### src/rtl/uart_retrans_pkg.sv
// Shared types and defaults for the UART retransmission path (rx controller and tx-side logic).
// Latency: n/a (package only).
// Backpressure: n/a (package only).
package uart_retrans_pkg;

  typedef enum logic [1:0] {
    IDLE        = 2'd0,
    WAIT_RESEND = 2'd1,
    HOLD        = 2'd2,
    FAIL        = 2'd3
  } state_t;

  localparam int DEF_TIMEOUT_CYCLES = 16;
  localparam int DEF_MAX_RETRIES    = 2;

  // Width of a counter holding 0..max_retries, never narrower than one bit.
  function automatic int retry_w(input int max_retries);
    return (max_retries > 0) ? $clog2(max_retries + 1) : 1;
  endfunction

endpackage

### src/rtl/uart_timeout_timer.sv
// Resend timeout timer: counts cycles while run=1, expire decodes the last count of the window.
// Latency: expire is high in the cycle the count reaches TIMEOUT_CYCLES-1 (decoded from a flop).
// Backpressure: none; clear restarts the window and has priority over run.
module uart_timeout_timer
  import uart_retrans_pkg::*;
#(
  parameter int TIMEOUT_CYCLES = DEF_TIMEOUT_CYCLES
) (
  input  logic clk,
  input  logic reset,
  input  logic clear,
  input  logic run,
  output logic expire
);

  localparam int TW = $clog2(TIMEOUT_CYCLES);
  localparam logic [TW-1:0] LAST = TW'(TIMEOUT_CYCLES - 1);

  logic [TW-1:0] cnt_q;
  logic [TW-1:0] cnt_d;

  // Next count: the owner clears on every resend, so the count never passes LAST while running.
  always_comb begin
    cnt_d = cnt_q;
    if (clear) begin
      cnt_d = '0;
    end else if (run) begin
      cnt_d = cnt_q + TW'(1);
    end
  end

  // Count register.
  always_ff @(posedge clk) begin
    if (reset) begin
      cnt_q <= '0;
    end else begin
      cnt_q <= cnt_d;
    end
  end

  assign expire = run && (cnt_q == LAST);

endmodule

### src/rtl/uart_retrans_ctrl.sv
// Receive-side retransmission controller: parity-checks frames, requests bounded resends, holds bytes.
// Latency: one cycle from rx_done/ack sample to registered valid/error/resend_req/overrun.
// Backpressure: a held byte or error blocks new frames until ack; frames arriving meanwhile are dropped with overrun.
module uart_retrans_ctrl
  import uart_retrans_pkg::*;
#(
  parameter int TIMEOUT_CYCLES = DEF_TIMEOUT_CYCLES,
  parameter int MAX_RETRIES    = DEF_MAX_RETRIES,
  parameter int DATA_W         = 8
) (
  input  logic                            clk,
  input  logic                            reset,
  input  logic                            rx_done,
  input  logic [DATA_W-1:0]               rx_data,
  input  logic                            rx_parity_ok,
  input  logic                            ack,
  output logic                            resend_req,
  output logic [DATA_W-1:0]               data_out,
  output logic                            valid,
  output logic                            error,
  output logic [retry_w(MAX_RETRIES)-1:0] retries_used,
  output logic                            overrun
);

  localparam int RW = retry_w(MAX_RETRIES);
  localparam logic [RW-1:0] MAX_R = RW'(MAX_RETRIES);

  state_t            state_q, state_d;
  logic [DATA_W-1:0] data_q, data_d;
  logic [RW-1:0]     retries_q, retries_d;
  logic              resend_req_q, resend_req_d;
  logic              valid_q, valid_d;
  logic              error_q, error_d;
  logic              overrun_q, overrun_d;
  logic              tmr_run;
  logic              tmr_expire;

  assign tmr_run = (state_q == WAIT_RESEND);

  uart_timeout_timer #(
    .TIMEOUT_CYCLES(TIMEOUT_CYCLES)
  ) u_timer (
    .clk    (clk),
    .reset  (reset),
    .clear  (resend_req_d),
    .run    (tmr_run),
    .expire (tmr_expire)
  );

  // Next-state and next-output computation; a good frame beats a same-cycle timeout.
  always_comb begin
    state_d      = state_q;
    data_d       = data_q;
    retries_d    = retries_q;
    resend_req_d = 1'b0;
    overrun_d    = 1'b0;
    unique case (state_q)
      IDLE: begin
        if (rx_done) begin
          if (rx_parity_ok) begin
            data_d  = rx_data;
            state_d = HOLD;
          end else if (MAX_RETRIES > 0) begin
            resend_req_d = 1'b1;
            retries_d    = RW'(1);
            state_d      = WAIT_RESEND;
          end else begin
            state_d = FAIL;
          end
        end
      end
      WAIT_RESEND: begin
        if (rx_done && rx_parity_ok) begin
          data_d  = rx_data;
          state_d = HOLD;
        end else if (rx_done || tmr_expire) begin
          if (retries_q < MAX_R) begin
            resend_req_d = 1'b1;
            retries_d    = retries_q + RW'(1);
          end else begin
            state_d = FAIL;
          end
        end
      end
      HOLD, FAIL: begin
        // Frames arriving here are never queued, even when ack lands in the same cycle.
        overrun_d = rx_done;
        if (ack) begin
          retries_d = '0;
          state_d   = IDLE;
        end
      end
      default: state_d = IDLE;
    endcase
    valid_d = (state_d == HOLD);
    error_d = (state_d == FAIL);
  end

  // State, hold register, retry counter and registered outputs.
  always_ff @(posedge clk) begin
    if (reset) begin
      state_q      <= IDLE;
      data_q       <= '0;
      retries_q    <= '0;
      resend_req_q <= 1'b0;
      valid_q      <= 1'b0;
      error_q      <= 1'b0;
      overrun_q    <= 1'b0;
    end else begin
      state_q      <= state_d;
      data_q       <= data_d;
      retries_q    <= retries_d;
      resend_req_q <= resend_req_d;
      valid_q      <= valid_d;
      error_q      <= error_d;
      overrun_q    <= overrun_d;
    end
  end

  assign resend_req   = resend_req_q;
  assign data_out     = data_q;
  assign valid        = valid_q;
  assign error        = error_q;
  assign retries_used = retries_q;
  assign overrun      = overrun_q;

endmodule

### config.mk
export PLATFORM = sky130hd
export DESIGN_NAME = uart_retrans_ctrl
export DESIGN_NICKNAME = d
export VERILOG_FILES = /design/src/rtl/uart_retrans_pkg.sv /design/src/rtl/uart_timeout_timer.sv /design/src/rtl/uart_retrans_ctrl.sv
export SDC_FILE = /design/constraint.sdc
export NUM_CORES = 1
export LEC_CHECK = 0
export CORE_UTILIZATION = 35
export DETAILED_ROUTE_END_ITERATION = 7
export PLACE_DENSITY = 0.66
export SLEW_MARGIN = 20
export SYNTH_ARGS = -nofsm -noshare
export SYNTH_HDL_FRONTEND = slang
export SYNTH_SLANG_ARGS = --single-unit
export TNS_END_PERCENT = 100
### constraint.sdc
create_clock -name clk -period 1.4 [get_ports clk]
set_input_delay 0.14 -clock clk [delete_from_list [all_inputs] [get_ports clk]]
set_output_delay 0.14 -clock clk [all_outputs]
set_load 0.005 [all_outputs]
[After elaboration in Yosys (flattened, before gate mapping)]
Cells that the tools add are included.
W data, S select, Z words.
Cells by class
  order comparisons: 1
  multiplexer cells: 24
  reduce and logical (&&, ||, !) cells: 10
  add/subtract/negate cells: 2
  equality and inequality tests: 14
  bitwise gates (word level): 1
Operator list (count)
  $mux W2: 12
  $mux W8: 3
  $ne A2 B2 Y1 const B: 8
  $pmux W8 S2: 1
  $pmux W2 S3: 2
  $eq A2 B2 Y1 const B: 4
  $reduce_and A6 Y1: 1
  $reduce_or A2 Y1: 3
  $mux W1: 5
  $add A4 B1 Y4 const B: 1
  $eq A4 B4 Y1 const B: 1
  $reduce_and A4 Y1: 1
  $add A2 B1 Y2 const B: 1
  $eq A2 B1 Y1 const B: 1
  $logic_and A1 B1 Y1: 2
  $logic_not A2 Y1: 1
  $lt A2 B2 Y1 const B: 1
  $pmux W1 S2: 1
  $reduce_bool A2 Y1: 1
  $logic_or A1 B1 Y1: 1
  $not A1 Y1: 1
Word-level totals
  bits in registers: 20
  output and inout bits: 14
  input port bits: 13

[Logic depth before layout (Yosys ltp)]
  depth in word-level cells: 7
  gate-level depth with buffers: 5
  mapped depth without buffers: 5

[Hierarchy]
Synthesis repeated with hierarchy kept, for this count alone.
Second synthesis, totals
  cell total of the unflattened synthesis: 85
  area, all modules: 877.1 µm²
By module, submodules not included
  uart_retrans_ctrl: seq. area each 320.3 µm², area an instance 655.6 µm², cells an instance 67, instances 1
  uart_timeout_timer: seq. area each 80.1 µm², area an instance 221.5 µm², cells an instance 18, instances 1

[Worst setup path before layout]
OpenSTA, ideal clock, no wires.
  path kind: register -> register
  start: register u_timer.cnt_q[0]
  end: register error_q (netlist: error)
  data arrival time: 1.172 ns
  clock period less this slack: 1.292 ns
  setup slack: 0.108 ns
  cell stages (with the launch flop): 6
  setup time: 0.120 ns
  buffers on the path: 0
  cell sequence: dfxtp_1 > ha_1 > a31oi_1 > nor4b_2 > a21oi_2 > nor2_1
Between the ends
  word-level cells in the longest chain between the ends: 7
RTL lines
  from (decl): RTL line uart_timeout_timer.sv:19  | logic [TW-1:0] cnt_q;
  from (signal assigned): RTL line uart_timeout_timer.sv:37  | cnt_q <= cnt_d;
  $eq A4 B4 Y1: RTL line uart_timeout_timer.sv:41  | assign expire = run && (cnt_q == LAST);
  $logic_and A1 B1 Y1: RTL line uart_timeout_timer.sv:41
  $logic_or A1 B1 Y1: RTL line uart_retrans_ctrl.sv:76  | end else if (rx_done || tmr_expire) begin
  $mux W2: RTL line uart_retrans_ctrl.sv:76
  $mux W2: RTL line uart_retrans_ctrl.sv:73  | if (rx_done && rx_parity_ok) begin
  $pmux W2 S3: RTL line uart_retrans_ctrl.sv:57  | unique case (state_q)
  $eq A2 B2 Y1: RTL line uart_retrans_ctrl.sv:96  | error_d = (state_d == FAIL);
  to (signal assigned): RTL line uart_retrans_ctrl.sv:115  | error_q <= error_d;
  to (decl): RTL line uart_retrans_ctrl.sv:33  | logic error_q, error_d;
No other way between the ends.
A chain may end at the register's enable or synchronous reset.

[Worst setup path in the final report]
  start: register u_timer.cnt_q[0]
  end: register valid_q (netlist: valid)
Between the ends
  word-level cells in the longest chain between the ends: 7
RTL lines
  $eq A4 B4 Y1: RTL line uart_timeout_timer.sv:41
  $logic_and A1 B1 Y1: RTL line uart_timeout_timer.sv:41
  $logic_or A1 B1 Y1: RTL line uart_retrans_ctrl.sv:76
  $mux W2: RTL line uart_retrans_ctrl.sv:76
  $mux W2: RTL line uart_retrans_ctrl.sv:73
  $pmux W2 S3: RTL line uart_retrans_ctrl.sv:57
  $eq A2 B2 Y1: RTL line uart_retrans_ctrl.sv:95  | valid_d = (state_d == HOLD);
  to (signal assigned): RTL line uart_retrans_ctrl.sv:114  | valid_q <= valid_d;
  to (decl): RTL line uart_retrans_ctrl.sv:32  | logic valid_q, valid_d;
No other way between the ends.

==> out/results.tsv <==
metric	value	unit
CP Buf/Inv Count	1	
synthesized cell area	833	sq um
number of synthesized register bits	20	
Hold Slack	441	ps
via/cell ratio	4.89	
syn avg cell area	9.58	sq um
Leak	0.515	nW
DRC viols	0	
post-synthesis mux area share	10.8	%
maximum VDD drop	0.000760	V
CP max-delay cell	dfxtp_1	
CTS Sinks	20	
Post-DP HPWL	1410	microns
diode count	0	
RSZ-0062 raised after global routing	no	
Post-CTS Resized	0	
Synth Area in XOR/XNOR	3.15	%
clock latency on the worst-skew pair	300	ps
Fin Clk Skew	6.68	ps
Post-Place Worst Slack	-59.7	ps
# setup viols final	0	
first-pass GRT wire length	2820	microns
Synth Net Count	101	
Root Driver	clkbuf_4	
sequential share of power	47.7	%
fin crit share	96.2	%
final hold vios	0	
Slowest Stage Delay on Critical Path	390	ps
status	finished, final reports clean	
Sw Share	21.9	%
share of cells above drive strength 1	14.9	%
routed vias	729	
clock-pin slew on the worst setup and hold paths	120	ps
GP Congestion	0.790	
GRT Overall Usage	15.2	%
die area	0.00258	sq mm
combinational fraction of design power	15.8	%
fin. max-slew vios	0	
CTS tree	yes	
Adder-Cell Fraction of Synth Area	1.50	%
TritonRoute pass-1 iters	4	
Die Ht	50.8	microns
CTS buffer count	3	
capturing element type of the critical path	flip-flop	
vias in the first global route	667	
H-tree levels	1	
Power Total	1.29	mW
Netlist cell types	28	
Setup Buffers After CTS	0	
simple-gate share of the synthesized area	22.1	%
Critical Path Fanout Max	5	
P_int	1.01	mW
warning count from the yosys run	0	
remaining antenna violation count	0	
core area	0.00223	sq mm
sequential area share after synthesis	48.0	%
Slew @ Worst Pin	303	ps
largest family of logic cells by synthesized area	simple AND/OR/NAND/NOR gates	
compound-cell area share of the yosys netlist	9.91	%
number of max-cap violations	0	
initial antenna violation count	0	
Hold-fix buffers, CTS	0	
routed wire length per instance	11.9	microns
Worst Path Required	1650	ps
WS Path Type	reg -> reg	
Switch Pwr	282	uW
largest net degree at the start of global routing	13	
Initial Util	37.3	%
CP arrival	1600	ps
clock power share	36.6	%
I/O pin cnt	27	
Max Root-Sink Buffers	2	
final worst slack	53.6	ps
I/O Buffers	26	
f_max	0.743	GHz
CP startpoint kind	flip-flop	
row cnt	17	
worst hold path type	in -> reg	
Area Growth Syn to Fin	46.7	%
crit-path cells	ha_1 > a31oi_1 > buf_4 > nor4b_2 > a21oi_2 > nor2b_2	
P per Cell Area	1050	mW/mm^2
Final min period	1350	ps
die width	50.8	microns
gr ovfl total	0	
Post-Syn Instances	87	
Routed WL	1780	microns
Final nets	136	
Top delay family on crit path	flip-flops	
relative slew slack	79.8	%
DR iter-0 viols	15	
cell usage after synthesis, drive strengths merged:
cell type	number	area share (%)
dfxtp	20	48
nor2	14	6.3
mux2i	9	11
a21oi	6	4.1
o21ai	5	3.5
nand2	4	1.8
inv	3	1.4
nand3	3	1.8
nor2b	3	2.9
a31oi	2	1.5
and3	2	1.5
buf	2	2.7
nand4	2	1.5
xor2	2	2.1
and2b	1	0.90
clkbuf	1	0.45
ha	1	1.5
nand2b	1	0.75
nand3b	1	0.90
nand4b	1	1.1
nor3b	1	0.90
nor4b	1	1.8
o21a	1	0.90
xnor2	1	1.1
worst reg2reg max path: cells and delay by family (launching register included):
| kind | cells | cell delay [ps] |
|---|---|---|
| AO/OA/AOI/OAI | 2 | 170 |
| adder cells (fa/ha/maj) | 1 | 190 |
| flip-flops | 1 | 390 |
| AND/OR/NAND/NOR | 2 | 380 |
| buffers and inverters | 1 | 160 |
layer usage:
layer	global-route usage [%]	wire length, microns
met1	18.1	783
met2	23.6	848
met3	4.24	106
met4	9.72	38
met5	0	0
cell families (layout without fill, tap and decap cells):
family,Yosys count,in the layout
AOI/OAI and AO/OA,14,14
xor gates and xnor gates,3,3
adders and majority gates,1,1
buffers and inverters,6,40
DFF,20,20
muxes,9,9
and+or+nand+nor,34,34
cell usage in the layout, fill, tap and decap left out:
master           netlist  routed
bufinv_16              0       1
dfxtp_2                0       2
o21ai_1                2       2
nor2_1                14      14
nor3b_1                1       1
nor4b_2                1       1
and2b_1                1       1
nand2_1                4       4
inv_1                  3       3
nand3b_1               1       1
ha_1                   1       1
clkdlybuf4s50_1        0      26
nand4b_1               1       1
nand4_1                2       2
o21a_1                 1       1
clkbuf_4               0       3
and3_1                 2       2
a21oi_2                1       1
o21ai_2                1       1
nand2b_1               1       1
a21oi_1                5       5
buf_4                  0       6
mux2i_1                9       9
nand3_1                3       3
xnor2_1                1       1
xor2_1                 2       2
dfxtp_1               20      18
nor2b_2                2       2
buf_12                 0       1
nor2b_1                1       1
a31oi_1                2       2
o21ai_0                2       2
per-stage QoR:
step           utilization (%)  setup TNS, ps  area (sq um)  std cells
3_5_place_dp              52.3           -315          1170        145
6_report                  54.7              0          1220        149
4_1_cts                   54.6              0          1220        149
5_1_grt                   54.7              0          1220        149
3_3_place_gp              52.3          -61.8          1170        145
2_1_floorplan                -              0           833         87
sequential cells by signal, summed over array words and instances (netlist names):
name / count
resend_req: 1
overrun: 1
u_timer.cnt_q: 4
error: 1
valid: 1
retries_used: 2
data_out: 8
state_q: 2
power by group through the flow:
stage	Clock (mW)	Sequential, mW	Combinational (mW)
5_1_grt	0.503	0.618	0.221
2_1_floorplan	0	0.627	0.0915
3_3_place_gp	0	0.625	0.199
3_5_place_dp	0	0.627	0.203
6_report	0.472	0.615	0.203
4_1_cts	0.477	0.614	0.204
area by class of cell:
cell class | count | area (sq um)
Clock inverter | 1 | 30.0
Clock buffer | 3 | 22.5
Tap cell | 28 | 35.0
Multi-Input combinational cell | 61 | 395
Inverter | 3 | 11.3
Fill cell | 206 | 1010
Timing Repair Buffer | 33 | 325
Sequential cell | 20 | 403
final timing paths:
kind	endpoint	slack [ps]	from	cells past startpoint
setup reg to reg	valid	50	u_timer.cnt_q[0]	6
setup / recovery	valid	50	u_timer.cnt_q[0]	6
hold reg to reg	data_out[1]	510	data_out[1]	2
hold / removal	data_out[1]	440	rx_data[1]	3
(Power assumes the default switching activity.)
